===== config.mk =====
export PLATFORM = sky130hd
export DESIGN_NAME = ctrl_pipe
export DESIGN_NICKNAME = d
export VERILOG_FILES = /design/src/rtl/ctrl_pkg.sv /design/src/rtl/ctrl_decode.sv /design/src/rtl/ctrl_pipe.sv
export SDC_FILE = /design/constraint.sdc
export NUM_CORES = 1
export LEC_CHECK = 0
export ABC_AREA = 0
export CORE_UTILIZATION = 50
export DETAILED_ROUTE_END_ITERATION = 8
export PLACE_DENSITY_LB_ADDON = 0.1
export SYNTH_ARGS = -nofsm -noshare
export SYNTH_HDL_FRONTEND = slang
export SYNTH_SLANG_ARGS = --single-unit

===== constraint.sdc =====
create_clock -name clk -period 5.2 [get_ports clk]
set_clock_uncertainty 0.05 [all_clocks]
set_input_delay 0.78 -clock clk [delete_from_list [all_inputs] [get_ports clk]]
set_output_delay 0.78 -clock clk [all_outputs]
set_load 0.05 [all_outputs]

===== src/rtl/ctrl_pkg.sv =====
// Shared types for the RV32I pipelined control path: opcodes, control enums and
// per-stage control bundles.
package ctrl_pkg;

  localparam logic [6:0] OP_LOAD   = 7'b0000011;
  localparam logic [6:0] OP_STORE  = 7'b0100011;
  localparam logic [6:0] OP_OPIMM  = 7'b0010011;
  localparam logic [6:0] OP_OP     = 7'b0110011;
  localparam logic [6:0] OP_BRANCH = 7'b1100011;
  localparam logic [6:0] OP_JAL    = 7'b1101111;
  localparam logic [6:0] OP_JALR   = 7'b1100111;
  localparam logic [6:0] OP_LUI    = 7'b0110111;
  localparam logic [6:0] OP_AUIPC  = 7'b0010111;

  typedef enum logic [2:0] {IMM_I = 3'b000, IMM_S = 3'b001, IMM_B = 3'b010,
                            IMM_J = 3'b011, IMM_U = 3'b100} imm_src_e;
  typedef enum logic [1:0] {ALU_ADD = 2'b00, ALU_BR = 2'b01, ALU_FN = 2'b10,
                            ALU_IMM = 2'b11} alu_op_e;
  typedef enum logic [1:0] {JMP_NONE = 2'b00, JMP_JAL = 2'b01, JMP_JALR = 2'b10} jump_e;
  typedef enum logic [1:0] {RES_ALU = 2'b00, RES_MEM = 2'b01, RES_PC4 = 2'b10} result_src_e;

  typedef struct packed {
    logic        valid;
    logic        reg_write;
    result_src_e result_src;
  } ctrl_wb_t;

  typedef struct packed {
    logic       valid;
    logic       mem_write;
    logic       mem_read;
    logic [2:0] funct3;
    ctrl_wb_t   wb;
  } ctrl_mem_t;

  typedef struct packed {
    logic       valid;
    logic       alu_src;
    alu_op_e    alu_op;
    logic       branch;
    jump_e      jump;
    logic       a_pc;
    logic [2:0] funct3;
    ctrl_mem_t  mem;
  } ctrl_ex_t;

endpackage


===== src/rtl/ctrl_decode.sv =====
// Combinational opcode decoder: builds the full downstream control bundle and
// flags opcodes outside RV32I base.
module ctrl_decode
  import ctrl_pkg::*;
(
  input  logic       valid,
  input  logic [6:0] op,
  input  logic [2:0] funct3,
  output imm_src_e   imm_src,
  output ctrl_ex_t   ctrl,
  output logic       illegal
);

  logic known;

  always_comb begin
    imm_src = IMM_I;
    ctrl    = '0;
    known   = 1'b1;
    case (op)
      OP_LOAD: begin
        ctrl.alu_src = 1'b1;
        ctrl.mem.mem_read = 1'b1;
        ctrl.mem.wb.reg_write = 1'b1;
        ctrl.mem.wb.result_src = RES_MEM;
      end
      OP_STORE: begin
        imm_src = IMM_S;
        ctrl.alu_src = 1'b1;
        ctrl.mem.mem_write = 1'b1;
      end
      OP_OPIMM: begin
        ctrl.alu_src = 1'b1;
        ctrl.alu_op = ALU_FN;
        ctrl.mem.wb.reg_write = 1'b1;
      end
      OP_OP: begin
        ctrl.alu_op = ALU_FN;
        ctrl.mem.wb.reg_write = 1'b1;
      end
      OP_BRANCH: begin
        imm_src = IMM_B;
        ctrl.alu_op = ALU_BR;
        ctrl.branch = 1'b1;
      end
      OP_JAL: begin
        imm_src = IMM_J;
        ctrl.alu_src = 1'b1;
        ctrl.jump = JMP_JAL;
        ctrl.mem.wb.reg_write = 1'b1;
        ctrl.mem.wb.result_src = RES_PC4;
      end
      OP_JALR: begin
        ctrl.alu_src = 1'b1;
        ctrl.jump = JMP_JALR;
        ctrl.mem.wb.reg_write = 1'b1;
        ctrl.mem.wb.result_src = RES_PC4;
      end
      OP_LUI: begin
        imm_src = IMM_U;
        ctrl.alu_src = 1'b1;
        ctrl.alu_op = ALU_IMM;
        ctrl.mem.wb.reg_write = 1'b1;
      end
      OP_AUIPC: begin
        imm_src = IMM_U;
        ctrl.alu_src = 1'b1;
        ctrl.a_pc = 1'b1;
        ctrl.mem.wb.reg_write = 1'b1;
      end
      default: known = 1'b0;
    endcase

    // Empty slots and unknown opcodes both travel as all-zero bubbles.
    if (!valid || !known) begin
      imm_src = IMM_I;
      ctrl    = '0;
    end else begin
      ctrl.valid        = 1'b1;
      ctrl.mem.valid    = 1'b1;
      ctrl.mem.wb.valid = 1'b1;
      ctrl.funct3       = funct3;
      ctrl.mem.funct3   = funct3;
    end
    illegal = valid & ~known;
  end

endmodule


===== src/rtl/ctrl_pipe.sv =====
// RV32I control pipeline ID/EX -> MEM[MEM_STAGES] -> WB with bubble/freeze and a
// retire counter. Define CTRL_ILLEGAL_TRAP_EN for a sticky illegal-opcode flag.
module ctrl_pipe
  import ctrl_pkg::*;
#(
  parameter int MEM_STAGES = 1,
  parameter int CNT_W      = 32
) (
  input  logic             clk,
  input  logic             rst_n,
  input  logic             id_valid_i,
  input  logic [6:0]       id_op_i,
  input  logic [2:0]       id_funct3_i,
  input  logic             bubble_i,
  input  logic             freeze_i,
  output logic [2:0]       id_imm_src_o,
  output logic             ex_valid_o,
  output logic             ex_alu_src_o,
  output logic [1:0]       ex_alu_op_o,
  output logic             ex_branch_o,
  output logic [1:0]       ex_jump_o,
  output logic             ex_a_pc_o,
  output logic [2:0]       ex_funct3_o,
  output logic             mem_valid_o,
  output logic             mem_write_o,
  output logic             mem_read_o,
  output logic [2:0]       mem_funct3_o,
  output logic             wb_valid_o,
  output logic             wb_reg_write_o,
  output logic [1:0]       wb_result_src_o,
  output logic             retire_o,
  output logic [CNT_W-1:0] retire_count_o,
  output logic             illegal_o
);

  imm_src_e         imm_src;
  ctrl_ex_t         dec, ex_q;
  ctrl_mem_t        mem_last;
  ctrl_wb_t         wb_q;
  logic             dec_illegal;
  logic             retire;
  logic [CNT_W-1:0] cnt;

  ctrl_decode u_dec (
    .valid   (id_valid_i),
    .op      (id_op_i),
    .funct3  (id_funct3_i),
    .imm_src (imm_src),
    .ctrl    (dec),
    .illegal (dec_illegal)
  );

  always_ff @(posedge clk) begin
    if (!rst_n)         ex_q <= '0;
    else if (!freeze_i) ex_q <= bubble_i ? '0 : dec;
  end

  for (genvar i = 0; i < MEM_STAGES; i++) begin : g_mem
    ctrl_mem_t d, q;
    if (i == 0) begin : g_first
      assign d = ex_q.mem;
    end else begin : g_next
      assign d = g_mem[i-1].q;
    end
    always_ff @(posedge clk) begin
      if (!rst_n)         q <= '0;
      else if (!freeze_i) q <= d;
    end
  end
  assign mem_last = g_mem[MEM_STAGES-1].q;

  always_ff @(posedge clk) begin
    if (!rst_n)         wb_q <= '0;
    else if (!freeze_i) wb_q <= mem_last.wb;
  end

  assign retire = wb_q.valid & ~freeze_i;

  always_ff @(posedge clk) begin
    if (!rst_n)      cnt <= '0;
    else if (retire) cnt <= cnt + CNT_W'(1);
  end

`ifdef CTRL_ILLEGAL_TRAP_EN
  logic illegal_q;
  always_ff @(posedge clk) begin
    if (!rst_n)                                       illegal_q <= 1'b0;
    else if (!freeze_i && !bubble_i && dec_illegal)   illegal_q <= 1'b1;
  end
  assign illegal_o = illegal_q;
`else
  logic unused_illegal;
  assign unused_illegal = dec_illegal;
  assign illegal_o      = 1'b0;
`endif

  assign id_imm_src_o    = imm_src;
  assign ex_valid_o      = ex_q.valid;
  assign ex_alu_src_o    = ex_q.alu_src;
  assign ex_alu_op_o     = ex_q.alu_op;
  assign ex_branch_o     = ex_q.branch & ex_q.valid;
  assign ex_jump_o       = ex_q.valid ? ex_q.jump : 2'b00;
  assign ex_a_pc_o       = ex_q.a_pc;
  assign ex_funct3_o     = ex_q.funct3;
  assign mem_valid_o     = mem_last.valid;
  assign mem_write_o     = mem_last.mem_write & mem_last.valid;
  assign mem_read_o      = mem_last.mem_read & mem_last.valid;
  assign mem_funct3_o    = mem_last.funct3;
  assign wb_valid_o      = wb_q.valid;
  assign wb_reg_write_o  = wb_q.reg_write & wb_q.valid;
  assign wb_result_src_o = wb_q.result_src;
  assign retire_o        = retire;
  assign retire_count_o  = cnt;

endmodule


Yosys cells after proc, flatten, opt, wreduce, memory -nomap -nowiden
Cells that the tools add are included.
- register bits after elaboration: 67
- input port bits: 15
- output and inout port bits: 58
- word-level logic and storage cells: 69
- $add $sub $neg: 1
- eq/ne operators: 9
- multiplexer cells: 19
- bitwise operators: 6
- reduce and logical (&&, ||, !) cells: 9
- operator list (cell ; number):
    $add A32 B1 Y32 const B ; 1
    $eq A7 B6 Y1 const B ; 3
    $eq A7 B7 Y1 const B ; 3
    $mux W21 ; 1
    $eq A7 B5 Y1 const B ; 2
    $reduce_or A7 Y1 ; 2
    $pmux W3 S4 ; 1
    $reduce_or A9 Y1 ; 1
    $mux W1 ; 8
    $pmux W2 S2 ; 2
    $eq A7 B2 Y1 const B ; 1
    $mux W7 ; 1
    $mux W3 ; 2
    $pmux W2 S3 ; 1
    $reduce_or A2 Y1 ; 3
    $and A1 B1 Y1 ; 5
    $mux W2 ; 2
    $mux W4 ; 1
    $logic_not A1 Y1 ; 2
    $logic_or A1 B1 Y1 ; 1
    $not A1 Y1 ; 1

Depth between registers and ports, before layout
Gate-level depths: netlist of the first run.
- depth after elaboration: 7
- gate-level depth with buffers: 6
- mapped depth without buffers: 5

By module
Synthesis of the first run repeated with hierarchy kept, for this count alone.
- cell total of the unflattened synthesis: 377
- area total of the unflattened synthesis: 3241.9 µm²
- modules (own cells, without submodules) (module ; instances ; cells each ; area each (µm²) ; sequential area each (µm²)):
    ctrl_pipe ; 1 ; 318 ; 2846.5 ; 1341.3
    ctrl_decode ; 1 ; 59 ; 395.4 ; 0.0

Least setup slack after synthesis of the first run
No wires, ideal clock.
- path kind: input to output
- start point: input id_op_i[3]
- end point: output id_imm_src_o[2]
- arrival time: 1.834 ns
- required time: 4.370 ns
- setup slack: 2.536 ns
- stages: 3
- buffers on the path: 1
- cells stage by stage: clkbuf_1 > nor3b_1 > and3_1
- cells in the longest elaborated chain, start to end: 6
- elaborated cells on any way between the ends: 16
- classes of those cells: eq/ne: 9; mux: 3; reduce/logical: 4
- RTL lines (what ; line ; text):
    start: declaration ; ctrl_pipe.sv:12 ; input logic [6:0] id_op_i,
    $eq A7 B6 Y1 (tied with other cells) ; ctrl_decode.sv:20 ; case (op)
    $reduce_or A9 Y1 (no line) ; -- ;
    $mux W1 ; ctrl_decode.sv:20 ;
    $logic_not A1 Y1 ; ctrl_decode.sv:75 ; if (!valid || !known) begin
    $logic_or A1 B1 Y1 ; ctrl_decode.sv:75 ;
    $mux W3 (*) ; ctrl_decode.sv:75 ;
    end: declaration ; ctrl_pipe.sv:16 ; output logic [2:0] id_imm_src_o,
Every way passes the cells marked *; elsewhere a longest branch is shown, timed or not.

Worst setup path after layout of the first run
- start point: input id_op_i[4]
- end point: output id_imm_src_o[2]
Same word-level chain as after synthesis.

==> metrics.csv, run 1 <==
metric;value;unit
CP required;4.37;ns
CTS max path bufs;2;
GPL Wtd Cong;0.810;
mapped cell area;2870;um^2
Main synth FF type;dfxtp_1;
part of the power in registers;0.501;
Worst Setup Start Kind;input pin;
clock share of power;0.449;
CP bufs+invs;2;
period utilization;0.724;
hold violation total from the final report;0;
total power;932;uW
reg2reg path depth;4;
Initial Util;0.522;
CP Cell Sequence;clkdlybuf4s50_1 -> nor3b_1 -> and3_1 -> clkdlybuf4s50_1;
Ys Warns;0;
setup_tns;0;ns
fin crit period;3.77;ns
worst min-delay path startpoint;ex_alu_op_o[1]$_SDFFE_PN0N_;
Comb pwr share;0.050;
first-pass GRT wire length;10500;um
PwrDens;250;nW/um^2
first-pass iteration count of the detailed router;4;
register area share after synthesis;0.425;
Final setup viols;0;
DR vias/cell;5.58;
NetSw;223;uW
IO buf count;71;
most frequent cells in the layout;clkdlybuf4s50_1, dfxtp_1, nor2_1, a21oi_1, nand2_1;
fraction of registers with async set/reset;0;
slowest CP cell;clkdlybuf4s50_1;
P_leak;0.00131;uW
fmax;266;MHz
DRC violations left;0;
hold endpoint;ex_alu_op_o[1]$_SDFFE_PN0N_;
clock-pin transition on the worst setup and hold timing paths;0.07;ns
Max-Cap Viols;0;
synth top area cells;dfxtp_1, mux2i_1, a21oi_1;
ANT cells;0;
vias in the first global route;2240;
Die W;77.8;um
Crit. End Element;output pin;
relative slew slack;0.356;
Internal;709;uW
GRT overflow;0;
Syn Nets;344;
Crit path top cell by count;clkdlybuf4s50_1;
kind of cell adding the most delay to the critical path;buffers and inverters;
most common cell after layout, fill and taps aside;clkdlybuf4s50_1;
hold path depth;2;
Netlist cell types;43;
Hold Crit Class;register to register;
root buffer cell;clkbuf_8;
Post-CTS Hold Buffers;0;
maximum VDD drop;342;uV
H-tree depth;3;
Detailed Route WL;6250;um
Worst Path Max Fanout;9;
FP Rows;27;
Iter 0 DRT Violations;144;
r2r setup slk;2.63;ns
mean post-synth cell area;8.76;um^2
Gate Count Post-Synth;328;
via count;2557;
clk_lat worst skew;0.34;ns
Worst-Margin Slew;0.963;ns
status;finished, final reports clean;
RSZ-0062 raised after global routing;false;
CTS tree;built;
Die H;77.8;um
reg-to-reg startpoint;retire_count_o[11]$_SDFFE_PN0P_;
Synth top area share;0.425;
area delta synth->final;29.6;%
#FFs+latches synth;61;
CTS sink count;61;
number of flops mapped to enable cells by yosys;0;
slowest stage delay, CP;0.80;ns
Resized cells post-CTS;0;
Core Box Area;5510;um^2
CP Class;input pin to output pin;
reg2reg end;retire_count_o[29]$_SDFFE_PN0P_;
total track usage;0.220;
Synth area leader;dfxtp_1;
post-CTS setup buffers;0;
Total Die Area;6050;um^2
Sw Share;0.240;
CP arrival;2.94;ns
post-route cell area;3720;um^2
largest net degree at the start of global routing;30;
post-detail-place hpwl;4290;um
Ports;73;
Post-Place Cell Area;3520;um^2
layout net count;397;
antenna violations before repair;0;
DR WL/cell;13.7;um
DRT antenna net count;0;
share of layout cells above drive strength 1;0.0544;
Slew Limit Fails;0;
CTS Buf Count;9;
==> worst max-delay path by stage <==
stage,startpoint,endpoint,slack [ns],depth (start not counted)
3_5_place_dp,id_op_i[4],id_imm_src_o[2],1.48,4
4_1_cts,id_op_i[4],id_imm_src_o[2],1.46,4
2_1_floorplan,id_op_i[3],id_imm_src_o[2],2.54,3
6_report,id_op_i[4],id_imm_src_o[2],1.43,4
5_1_grt,id_op_i[4],id_imm_src_o[2],1.35,4
3_3_place_gp,id_op_i[3],id_imm_src_o[2],1.53,4
==> through the flow <==
| stage | instances | hold slack (ns) | utilization | setup WS (ns) |
|---|---|---|---|---|
| final | 458 | 0.393 | 0.676 | 1.43 |
| after global routing | 458 | 0.440 | 0.676 | 1.35 |
| after CTS | 458 | 0.400 | 0.676 | 1.46 |
| after detailed placement | 442 | 0.391 | 0.640 | 1.48 |
| after global placement | 442 | 0.384 | 0.640 | 1.53 |
| after floorplan | 328 | 0.367 | - | 2.54 |
==> sequential cells by signal, summed over array words and instances, names as in the netlist <==
register         cells
retire_count_o      32
ex_q                 9
g_mem.q              5
ex_funct3_o          3
mem_funct3_o         3
ex_alu_op_o          2
wb_result_src_o      2
ex_a_pc_o            1
ex_alu_src_o         1
mem_valid_o          1
wb_q                 1
wb_valid_o           1
==> synth_stat cells (all sizes together), types with 12 or more instances <==
cell type  count
dfxtp         61
nor2          30
a21oi         28
nand2         20
clkbuf        18
or4           17
mux2i         15
o31ai         15
buf           13
and2          12
nand3         12
==> power groups by stage <==
stage | sequential [uW] | combinational [uW] | clock, uW
after floorplan | 479 | 28.7 | 0
after global placement | 478 | 45.8 | 0
after detailed placement | 478 | 46.2 | 0
after CTS | 467 | 46.4 | 429
after global routing | 467 | 49.4 | 454
final | 467 | 46.5 | 418
==> cells by family (layout without fill, tap and decap cells) <==
logic type               Yosys count  in the layout  share of synthesized area
AO/OA/AOI/OAI                     65             65                      0.145
XOR/XNOR                          11             11                     0.0335
adder cells (fa/ha/maj)            1              1                    0.00435
buffers and inverters             38             96                     0.0671
flip-flops                        61             61                      0.425
multiplexers                      15             15                     0.0523
other                              1              1                    0.00131
AND/OR/NAND/NOR                  136            136                      0.272
==> per-layer routing <==
| metal | wire length, um | up-vias | GRT usage |
|---|---|---|---|
| li1 | - | 1296 | - |
| met1 | 2830 | 1195 | 0.271 |
| met2 | 3050 | 60 | 0.354 |
| met3 | 339 | 6 | 0.0906 |
| met4 | 34 | 0 | 0.0604 |
| met5 | 0 | - | 0 |
==> final cells by class <==
cell class                      count  area [um^2]
Clock buffer                        9          124
Clock inverter                      7         76.3
Fill cell                         453         1780
Inverter                            7         26.3
Multi-Input combinational cell    229         1460
Sequential cell                    61         1220
Tap cell                           72         90.1
Timing Repair Buffer               73          726
==> worst reg2reg max path, delay by kind of cell (launching register included) <==
family | cells | cell delay, ns
AO/OA/AOI/OAI | 1 | 0.16
flip-flops | 1 | 0.45
AND/OR/NAND/NOR | 3 | 1.83
No activity file was read; power rests on OpenSTA's default activity.
==> inputs of run 2 (changes only) <==
Settings changed: CORE_UTILIZATION 50 to 49.
Clock period 5.2 ns to 3.7 ns, I/O delays scaled along.
==> metrics.csv, run 2 (synthesis results as in run 1) <==
metric;value;unit
slowest stage delay, CP;0.79;ns
PwrDens;367;nW/um^2
GRT overflow;0;
CP required;3.09;ns
clock-pin transition on the worst setup and hold timing paths;0.06;ns
Hold Crit Class;register to register;
Final setup viols;0;
Iter 0 DRT Violations;140;
CTS max path bufs;2;
Worst Path Max Fanout;14;
relative slew slack;0.581;
Total Die Area;6170;um^2
first-pass GRT wire length;11200;um
P_leak;0.00135;uW
RSZ-0062 raised after global routing;false;
post-route cell area;3790;um^2
Core Box Area;5570;um^2
Crit. End Element;output pin;
vias in the first global route;2410;
pre-CTS setup slack;0.502;ns
Initial Util;0.515;
fmax;311;MHz
IO buf count;71;
kind of cell adding the most delay to the critical path;buffers and inverters;
area delta synth->final;31.8;%
Die H;78.6;um
Ports;73;
post-detail-place hpwl;4480;um
status;finished, final reports clean;
CTS tree;built;
fin crit period;3.22;ns
DRC violations left;0;
Filler cells;474;
Worst-Margin Slew;0.627;ns
slowest CP cell;clkdlybuf4s50_1;
total power;1390;uW
maximum VDD drop;243;uV
final worst setup slack;0.484;ns
hold violation total from the final report;0;
period utilization;0.869;
CP arrival;2.61;ns
max FFs per register;32;
Detailed Route WL;6540;um
layout net count;401;
most frequent cells in the layout;clkdlybuf4s50_1, dfxtp_1, nor2_1, a21oi_1, nand2_1;
Slew Limit Fails;0;
setup_tns;0;ns
CP bufs+invs;2;
post-CTS setup buffers;0;
Post-Place Cell Area;3560;um^2
share of layout cells above drive strength 1;0.0641;
Post-CTS Hold Buffers;0;
antenna violations before repair;0;
CTS sink count;61;
ANT cells;0;
GPL Wtd Cong;0.793;
via count;2618;
most common cell after layout, fill and taps aside;clkdlybuf4s50_1;
root buffer cell;clkbuf_8;
Resized cells post-CTS;0;
Crit path top cell by count;clkdlybuf4s50_1;
DR WL/cell;14.2;um
DR vias/cell;5.67;
largest net degree at the start of global routing;30;
first-pass iteration count of the detailed router;4;
CP Cell Sequence;clkdlybuf4s50_1 -> nor3_1 -> o211a_1 -> clkdlybuf4s50_1;
CTS Buf Count;9;
Die W;78.6;um
total track usage;0.231;
H-tree depth;3;
FP Rows;27;
CP Class;input pin to output pin;
Max-Cap Viols;0;
DRT antenna net count;0;
Worst Setup Start Kind;input pin;
clk_lat worst skew;0.34;ns
==> run 2: path summary, 6_finish.rpt <==
kind / end / cells past startpoint / slack (ns) / startpoint
worst min-delay path: ex_alu_op_o[1]$_SDFFE_PN0N_ / 2 / 0.40 / ex_alu_op_o[1]$_SDFFE_PN0N_
worst max-delay path: id_imm_src_o[0] / 4 / 0.48 / id_op_i[2]
worst min register to register: ex_alu_op_o[1]$_SDFFE_PN0N_ / 2 / 0.40 / ex_alu_op_o[1]$_SDFFE_PN0N_
worst max register to register: retire_count_o[27]$_SDFFE_PN0P_ / 4 / 1.58 / retire_count_o[18]$_SDFFE_PN0P_
==> run 2: through the flow <==
step / util / hold slack, ns / std cells
finish: 0.679 / 0.399 / 462
global route: 0.679 / 0.411 / 462
CTS: 0.679 / 0.396 / 462
detailed placement: 0.639 / 0.388 / 446
global placement: 0.639 / 0.385 / 446
floorplan: - / 0.367 / 328
==> run 2: power breakdown <==
group	internal [uW]	leakage, uW	switching [uW]
clock network	414	0.000116	252
registers	657	0.000491	0.404
logic	28.6	0.000744	39.2
==> run 2: final cells by class <==
type / count / area, um^2 / share of cell area
Sequential cell: 61 / 1220 / 0.322
Inverter: 7 / 26.3 / 0.00694
Tap cell: 72 / 90.1 / 0.0238
Clock inverter: 4 / 70.1 / 0.0185
Clock buffer: 12 / 155 / 0.0410
Timing Repair Buffer: 77 / 766 / 0.202
Multi-Input combinational cell: 229 / 1460 / 0.385
==> run 2: worst min-delay path, cell delays in order, from the launching register on <==
cell and delay [ns]:
dfxtp_1 0.32, nand2_1 0.05, nand2_1 0.04
==> run 2: metal layers <==
metal | part of all wire | global-route usage | wire length (um)
met4 | 0.011 | 0.0889 | 74
met5 | 0 | 0 | 0
met3 | 0.055 | 0.0767 | 359
met1 | 0.45 | 0.276 | 2940
met2 | 0.48 | 0.382 | 3170
